**src/rtl/sys_reset_pkg.sv**
```systemverilog
`default_nettype none
// +----------------------------------------------------------------------+
// | sys_reset_pkg : shared types and cause-bit index helpers              |
// | Rev 1.0                                                               |
// +----------------------------------------------------------------------+
package sys_reset_pkg;

  typedef enum logic [1:0] {
    POR     = 2'd0,
    IDLE    = 2'd1,
    HOLD    = 2'd2,
    STRETCH = 2'd3
  } state_t;

  function automatic int cause_cfg_bit(input int nsrc);
    return nsrc;
  endfunction

  function automatic int cause_por_bit(input int nsrc);
    return nsrc + 1;
  endfunction

endpackage
`default_nettype wire

```
**src/rtl/sys_reset_ctrl_sync_2ff.sv**
```systemverilog
`default_nettype none
// +----------------------------------------------------------------------+
// | sync_2ff : two-flop single-bit synchroniser, clears to 0 on reset    |
// | Rev 1.0                                                               |
// +----------------------------------------------------------------------+
module sync_2ff (
  input  logic clk_sys,
  input  logic reset_n,
  input  logic i_async,
  output logic o_sync
);

  logic r_meta;
  logic r_sync;

  always_ff @(posedge clk_sys or negedge reset_n) begin
    if (!reset_n) begin
      r_meta <= 1'b0;
      r_sync <= 1'b0;
    end else begin
      r_meta <= i_async;
      r_sync <= r_meta;
    end
  end

  assign o_sync = r_sync;

endmodule
`default_nettype wire

```
**src/rtl/sys_reset_ctrl.sv**
```systemverilog
`default_nettype none
// +----------------------------------------------------------------------+
// | sys_reset_ctrl : merges requests, PLL lock and config changes into a |
// | stretched core reset with cause reporting.            Rev 1.0        |
// +----------------------------------------------------------------------+
module sys_reset_ctrl
  import sys_reset_pkg::*;
#(
  parameter int CFG_W     = 2,
  parameter int NSRC      = 4,
  parameter int PULSE_LEN = 15
) (
  input  logic              clk_sys,
  input  logic              reset_n,
  input  logic              pll_locked,
  input  logic [CFG_W-1:0]  cfg,
  input  logic [NSRC-1:0]   req,
  input  logic [NSRC-1:0]   req_mask,
  output logic              sys_reset,
  output logic [CFG_W-1:0]  cfg_latched,
  output logic [NSRC+1:0]   cause,
  output logic              rst_done
);

  localparam int                c_CNT_W     = (PULSE_LEN > 1) ? $clog2(PULSE_LEN) : 1;
  localparam logic [c_CNT_W-1:0] c_CNT_LOAD = c_CNT_W'(PULSE_LEN - 1);
  localparam int                c_CFG_BIT   = cause_cfg_bit(NSRC);
  localparam int                c_POR_BIT   = cause_por_bit(NSRC);
  localparam logic [NSRC+1:0]   c_CAUSE_POR = {1'b1, {(NSRC+1){1'b0}}};

  state_t              r_state;
  state_t              w_state_nxt;
  logic [c_CNT_W-1:0]  r_cnt;
  logic [c_CNT_W-1:0]  w_cnt_nxt;
  logic [NSRC+1:0]     r_cause;
  logic [NSRC+1:0]     w_cause_nxt;
  logic [CFG_W-1:0]    r_cfg_latched;
  logic [CFG_W-1:0]    w_cfg_nxt;
  logic                r_sys_reset;
  logic                r_rst_done;
  logic                w_done_nxt;
  logic                w_lock;
  logic [NSRC-1:0]     w_act;
  logic                w_cfg_chg;

  sync_2ff u_lock_sync (
    .clk_sys (clk_sys),
    .reset_n (reset_n),
    .i_async (pll_locked),
    .o_sync  (w_lock)
  );

  assign w_act     = req & ~req_mask;
  assign w_cfg_chg = (cfg != r_cfg_latched);

  always_comb begin
    w_state_nxt = r_state;
    w_cnt_nxt   = r_cnt;
    w_cause_nxt = r_cause;
    w_cfg_nxt   = r_cfg_latched;
    w_done_nxt  = 1'b0;
    case (r_state)
      POR: begin
        if (w_lock) begin
          w_cfg_nxt   = cfg;
          w_cnt_nxt   = c_CNT_LOAD;
          w_state_nxt = STRETCH;
        end
      end
      IDLE: begin
        // cause is only cleared here, so it reads back stable while idle
        if (!w_lock) begin
          w_state_nxt = POR;
          w_cause_nxt = c_CAUSE_POR;
        end else if (|w_act) begin
          w_state_nxt = HOLD;
          w_cause_nxt = {2'b00, w_act};
          if (w_cfg_chg) begin
            w_cfg_nxt              = cfg;
            w_cause_nxt[c_CFG_BIT] = 1'b1;
          end
        end else if (w_cfg_chg) begin
          w_cfg_nxt              = cfg;
          w_cnt_nxt              = c_CNT_LOAD;
          w_state_nxt            = STRETCH;
          w_cause_nxt            = '0;
          w_cause_nxt[c_CFG_BIT] = 1'b1;
        end
      end
      HOLD: begin
        if (!w_lock) begin
          w_state_nxt            = POR;
          w_cause_nxt[c_POR_BIT] = 1'b1;
        end else begin
          w_cause_nxt = r_cause | {2'b00, w_act};
          if (w_cfg_chg) begin
            w_cfg_nxt              = cfg;
            w_cause_nxt[c_CFG_BIT] = 1'b1;
          end
          if (w_act == '0) begin
            w_cnt_nxt   = c_CNT_LOAD;
            w_state_nxt = STRETCH;
          end
        end
      end
      STRETCH: begin
        if (!w_lock) begin
          w_state_nxt            = POR;
          w_cause_nxt[c_POR_BIT] = 1'b1;
        end else if (|w_act) begin
          w_state_nxt = HOLD;
          w_cause_nxt = r_cause | {2'b00, w_act};
        end else if (w_cfg_chg) begin
          w_cfg_nxt              = cfg;
          w_cnt_nxt              = c_CNT_LOAD;
          w_cause_nxt[c_CFG_BIT] = 1'b1;
        end else if (r_cnt == '0) begin
          w_state_nxt = IDLE;
          w_done_nxt  = 1'b1;
        end else begin
          w_cnt_nxt = r_cnt - c_CNT_W'(1);
        end
      end
      default: begin
        w_state_nxt = POR;
      end
    endcase
  end

  always_ff @(posedge clk_sys or negedge reset_n) begin
    if (!reset_n) begin
      r_state       <= POR;
      r_cnt         <= '0;
      r_cause       <= c_CAUSE_POR;
      r_cfg_latched <= '0;
      r_sys_reset   <= 1'b1;
      r_rst_done    <= 1'b0;
    end else begin
      r_state       <= w_state_nxt;
      r_cnt         <= w_cnt_nxt;
      r_cause       <= w_cause_nxt;
      r_cfg_latched <= w_cfg_nxt;
      r_sys_reset   <= (w_state_nxt != IDLE);
      r_rst_done    <= w_done_nxt;
    end
  end

  assign sys_reset   = r_sys_reset;
  assign cfg_latched = r_cfg_latched;
  assign cause       = r_cause;
  assign rst_done    = r_rst_done;

endmodule
`default_nettype wire

```
**config.mk**
```make
export PLATFORM = sky130hd
export DESIGN_NAME = sys_reset_ctrl
export DESIGN_NICKNAME = d
export VERILOG_FILES = /design/src/rtl/sys_reset_pkg.sv /design/src/rtl/sys_reset_ctrl_sync_2ff.sv /design/src/rtl/sys_reset_ctrl.sv
export SDC_FILE = /design/constraint.sdc
export NUM_CORES = 1
export LEC_CHECK = 0
export ABC_CLOCK_PERIOD_IN_PS = 6400
export BUFFER_PORTS_ARGS = -buffer_cell sky130_fd_sc_hd__buf_2
export CORE_MARGIN = 1
export CORE_UTILIZATION = 57
export DETAILED_ROUTE_END_ITERATION = 10
export GPL_ROUTABILITY_DRIVEN = 0
export PLACE_DENSITY = 0.84
export SYNTH_ARGS = -nofsm -noshare
export SYNTH_HDL_FRONTEND = slang
export SYNTH_SLANG_ARGS = --single-unit
```
**constraint.sdc**
```tcl
create_clock -name clk_sys -period 6.4 [get_ports clk_sys]
set_input_delay 0.64 -clock clk_sys [delete_from_list [all_inputs] [get_ports clk_sys]]
set_output_delay 0.64 -clock clk_sys [all_outputs]
set_load 0.01 [all_outputs]
```
==> reports/qor.log <==
qor: global_route.global_router_s_overall_resource_usage 24.51%
qor: place.setup_ws_pre_cts 4152 ps
qor: final_layout.insertedDiodeCount 0
qor: route.route.met3.wl 76 um
qor: route.met2WireLength 1.190 mm
qor: route.wirelength 2.313 mm
qor: pwr.power-per-cell-area 478.4 mW/mm2
qor: timing.worstMarginPinSlew 506.1 ps
qor: global_route.first_global_vias 850
qor: die.floorplan.die_area 0.002176 mm2
qor: final_layout.regArea 452.9 um2
qor: clock_tree.number_of_hold_buffers_added_after_cts 0
qor: worst_setup_path.timing.critical_path.required 6590 ps
qor: route.detailedRoute.firstPassIterationCount 5
qor: clock_tree.post_cts_resize_count 0
qor: clock_tree.cts_inserted_buffers 3
qor: final_layout.final_layout_fill_cell_count 154
qor: timing.final.setup.worst_slack 4109 ps
qor: route.routedWlPerCell 14.64 um
qor: job.max-cap-violations 0
qor: route.initialDrtViolationCount 23
qor: pwr.power_leakage 0.5769 nW
qor: route.vias_per_cell 5.873
qor: worst_setup_path.crit_chain ha_1 -> or3_4 -> a221oi_4 -> o21a_4 -> mux2_4
qor: synth.synth.net_count 131
qor: clock_tree.tritoncts yes
qor: final_layout.mostFrequentLayoutCell sky130_fd_sc_hd__buf_2
qor: clock_tree.postCtsSetupRepairBufs 0
qor: worst_setup_path.critical_path.reg2reg.startpoint r_state[1]
qor: timing.worst_clock_skew 4.362 ps
qor: synth.ys.warnings.count 0
qor: clock_tree.clk-insertion-delay-late 300 ps
qor: run_status.status completed
qor: die.fp-row-count 15
qor: pwr.worst_ir_drop_vdd 0.3433 mV
qor: global_route.gr-total-overflow 0
qor: clock_tree.h-tree-depth 1
qor: synth.synth_async_sr_flop_share 100.0%
qor: worst_setup_path.timing.rr.end r_cnt[1]
qor: worst_setup_path.worst_path_max_delay_cell sky130_fd_sc_hd__dfrtp_1
qor: worst_hold_path.hold_path.class input pin to asynchronous set/reset pin
qor: worst_setup_path.timing.critical_path.from_type flop
qor: final_layout.leading_cell_types_in_the_layout_fill_and_taps_excluded 22 x sky130_fd_sc_hd__buf_2, 16 x sky130_fd_sc_hd__dfrtp_1, 9 x sky130_fd_sc_hd__nor2_1, 7 x sky130_fd_sc_hd__nand2_1
qor: synth.synth_top_family_by_area compound AO/OA/AOI/OAI gates
qor: synth.synth-compound-area-share 21.70%
qor: synth.synth.area.mux_share 4.626%
qor: timing.report.final.hold_viol_count 0
qor: synth.synth.lib_cells_used.distinct 43
qor: worst_setup_path.timing.reg2reg.setup_slack 4110 ps
qor: global_route.grt_first_pass_wirelength 3.663 mm
qor: clock_tree.clock_slew_seen_by_the_registers_of_the_worst_setup_and_hold_paths 110 ps
qor: route.met1_length 988 um
qor: place.io_buffers 22
qor: clock_tree.cts.sink_count 18
qor: synth.synth_sequential_area_ratio 39.87%
qor: timing.final_max_slew_viols 0
qor: global_route.largest_net_degree_at_the_start_of_global_routing 19
qor: final_layout.nNetsFinal 153
qor: timing.post-route-min-period 2291 ps
qor: clock_tree.clock_tree.root_cell sky130_fd_sc_hd__clkbuf_4
qor: synth.synthFlopType sky130_fd_sc_hd__dfrtp_1
qor: final_layout.finalInstanceArea 0.001287 mm2
qor: synth.synth-simple-area-share 21.04%
qor: synth.syn_area_per_cell 10.14 um2
qor: final_layout.multi_input_gate_area_in_the_final_layout 638.1 um2
qor: timing.rsz0062_at_grt false
qor: worst_setup_path.timing.critical_path.fanout_max 14
qor: worst_setup_path.critPathTopFamily compound AO/OA/AOI/OAI gates
qor: route.drt_drc_violations_left 0
qor: global_route.antenna_violations_before_repair 0
qor: synth.yosys.area_share.adder 6.608%
qor: worst_setup_path.worstSetupEndpointType flop
qor: synth.number_of_flops_mapped_to_enable_cells_by_yosys 0
qor: route.top_signal_layer_used met4
qor: timing.max_slew_margin 66.15%
qor: route.route.antenna.remaining_nets 0
qor: timing.final_setup_violation_count 0
qor: die.core_region_area 0.001802 mm2
qor: timing.setup_tns 0 ps
qor: synth.synth_seq_cells 18
qor: final_layout.area_growth 13.33%
qor: worst_setup_path.path_buf_inv 0
qor: synth.synth_xor_xnor_area_share 2.203%
qor: route.routed-via-count 928
qor: final_layout.post_route_cells_drive_above_1_share 31.58%
qor: die.dieWidth 46.65 um
qor: place.dp_hpwl 1.729 mm
qor: die.floorplan.initialDensity 63.06%
qor: worst_setup_path.worst-setup-path-type flop to flop
qor: worst_setup_path.worst-r2r-cell-count 5
qor: die.fp.dieH 46.65 um
qor: timing.fin_crit_sh 35.80%
qor: synth.synth.cell_area 0.001136 mm2
qor: worst_setup_path.critPathArrivalTime 2480 ps
qor: worst_setup_path.critPathMaxStageDelay 470 ps
qor: die.i_o_pin_count 23
qor: clock_tree.cts_max_path_buffers 2
qor: pwr.report.power.total 0.6159 mW
qor: synth.synthCells 112
qor: place.placed_cell_area 0.001251 mm2
qor: timing.clock.fmax 0.4365 GHz
-- final cells by class --
type | count | area share (%)
clock buffer | 4 | 2.818
inverter | 5 | 1.458
multi-input combinational | 84 | 49.56
sequential | 18 | 35.18
tap | 25 | 2.430
timing repair buffer | 22 | 8.552
-- flip-flops by register name (all words and copies together), names as in the netlist --
register	cells
r_state	2
cause	6
u_lock_sync.o_sync	1
cfg_latched	2
rst_done	1
u_lock_sync.r_meta	1
r_cnt	4
sys_reset	1
-- per-layer routing --
layer	vias up	GRT usage, %
met2	26	40.83
met5	-	0
met4	0	10.86
met3	9	5.882
li1	454	-
met1	439	29.73
-- synth_stat cells (all sizes together) (4+ instances only) --
master | instances | area share, %
dfrtp | 16 | 35
nor2 | 9 | 3.0
nand2 | 7 | 2.3
ha | 6 | 6.6
nand2b | 6 | 3.3
inv | 5 | 1.7
nand3 | 5 | 2.2
nor3 | 5 | 2.2
o2bb2ai | 5 | 3.9
clkbuf | 4 | 1.3
mux2 | 4 | 4.6
-- worst max path at each step --
stage / from / to / slack, ps / cells after the start
4_1_cts: r_state[1] / r_cnt[1] / 4120 / 5
6_report: r_state[1] / r_cnt[1] / 4110 / 5
2_1_floorplan: r_state[0] / r_cnt[0] / 4270 / 7
5_1_grt: r_state[1] / r_cnt[1] / 4030 / 5
3_3_place_gp: r_state[1] / r_cnt[0] / 4200 / 5
3_5_place_dp: r_state[1] / r_cnt[1] / 4150 / 5
-- logic make-up (layout without fill, tap and decap cells) --
family          after synthesis  after routing
buf+inv                      10             31
mux                           4              4
xor+xnor                      2              2
fa+ha+maj                     6              6
flops                        18             18
simple gates                 44             44
compound gates               28             28
-- report_power, final --
| group | internal (mW) | switching, mW | total, mW |
|---|---|---|---|
| clock | 0.0347 | 0.0368 | 0.0715 |
| combinational | 0.157 | 0.191 | 0.349 |
| sequential | 0.159 | 0.0365 | 0.196 |
-- through the flow --
step | cells | hold WS, ps | util (%)
after CTS | 158 | 254.9 | 71.46
final | 158 | 239.7 | 71.46
after global placement | 154 | 338.3 | 69.44
after detailed placement | 154 | 342.8 | 69.44
after floorplan | 112 | 331.2 | -
after global routing | 158 | 269.6 | 71.46
-- worst register-to-register path, stage by stage, from the launching register on --
cell and delay, ps:
sky130_fd_sc_hd__dfrtp_1 470, sky130_fd_sc_hd__ha_1 380, sky130_fd_sc_hd__or3_4 460, sky130_fd_sc_hd__a221oi_4 380, sky130_fd_sc_hd__o21a_4 200, sky130_fd_sc_hd__mux2_4 290
(Power assumes the default switching activity.)
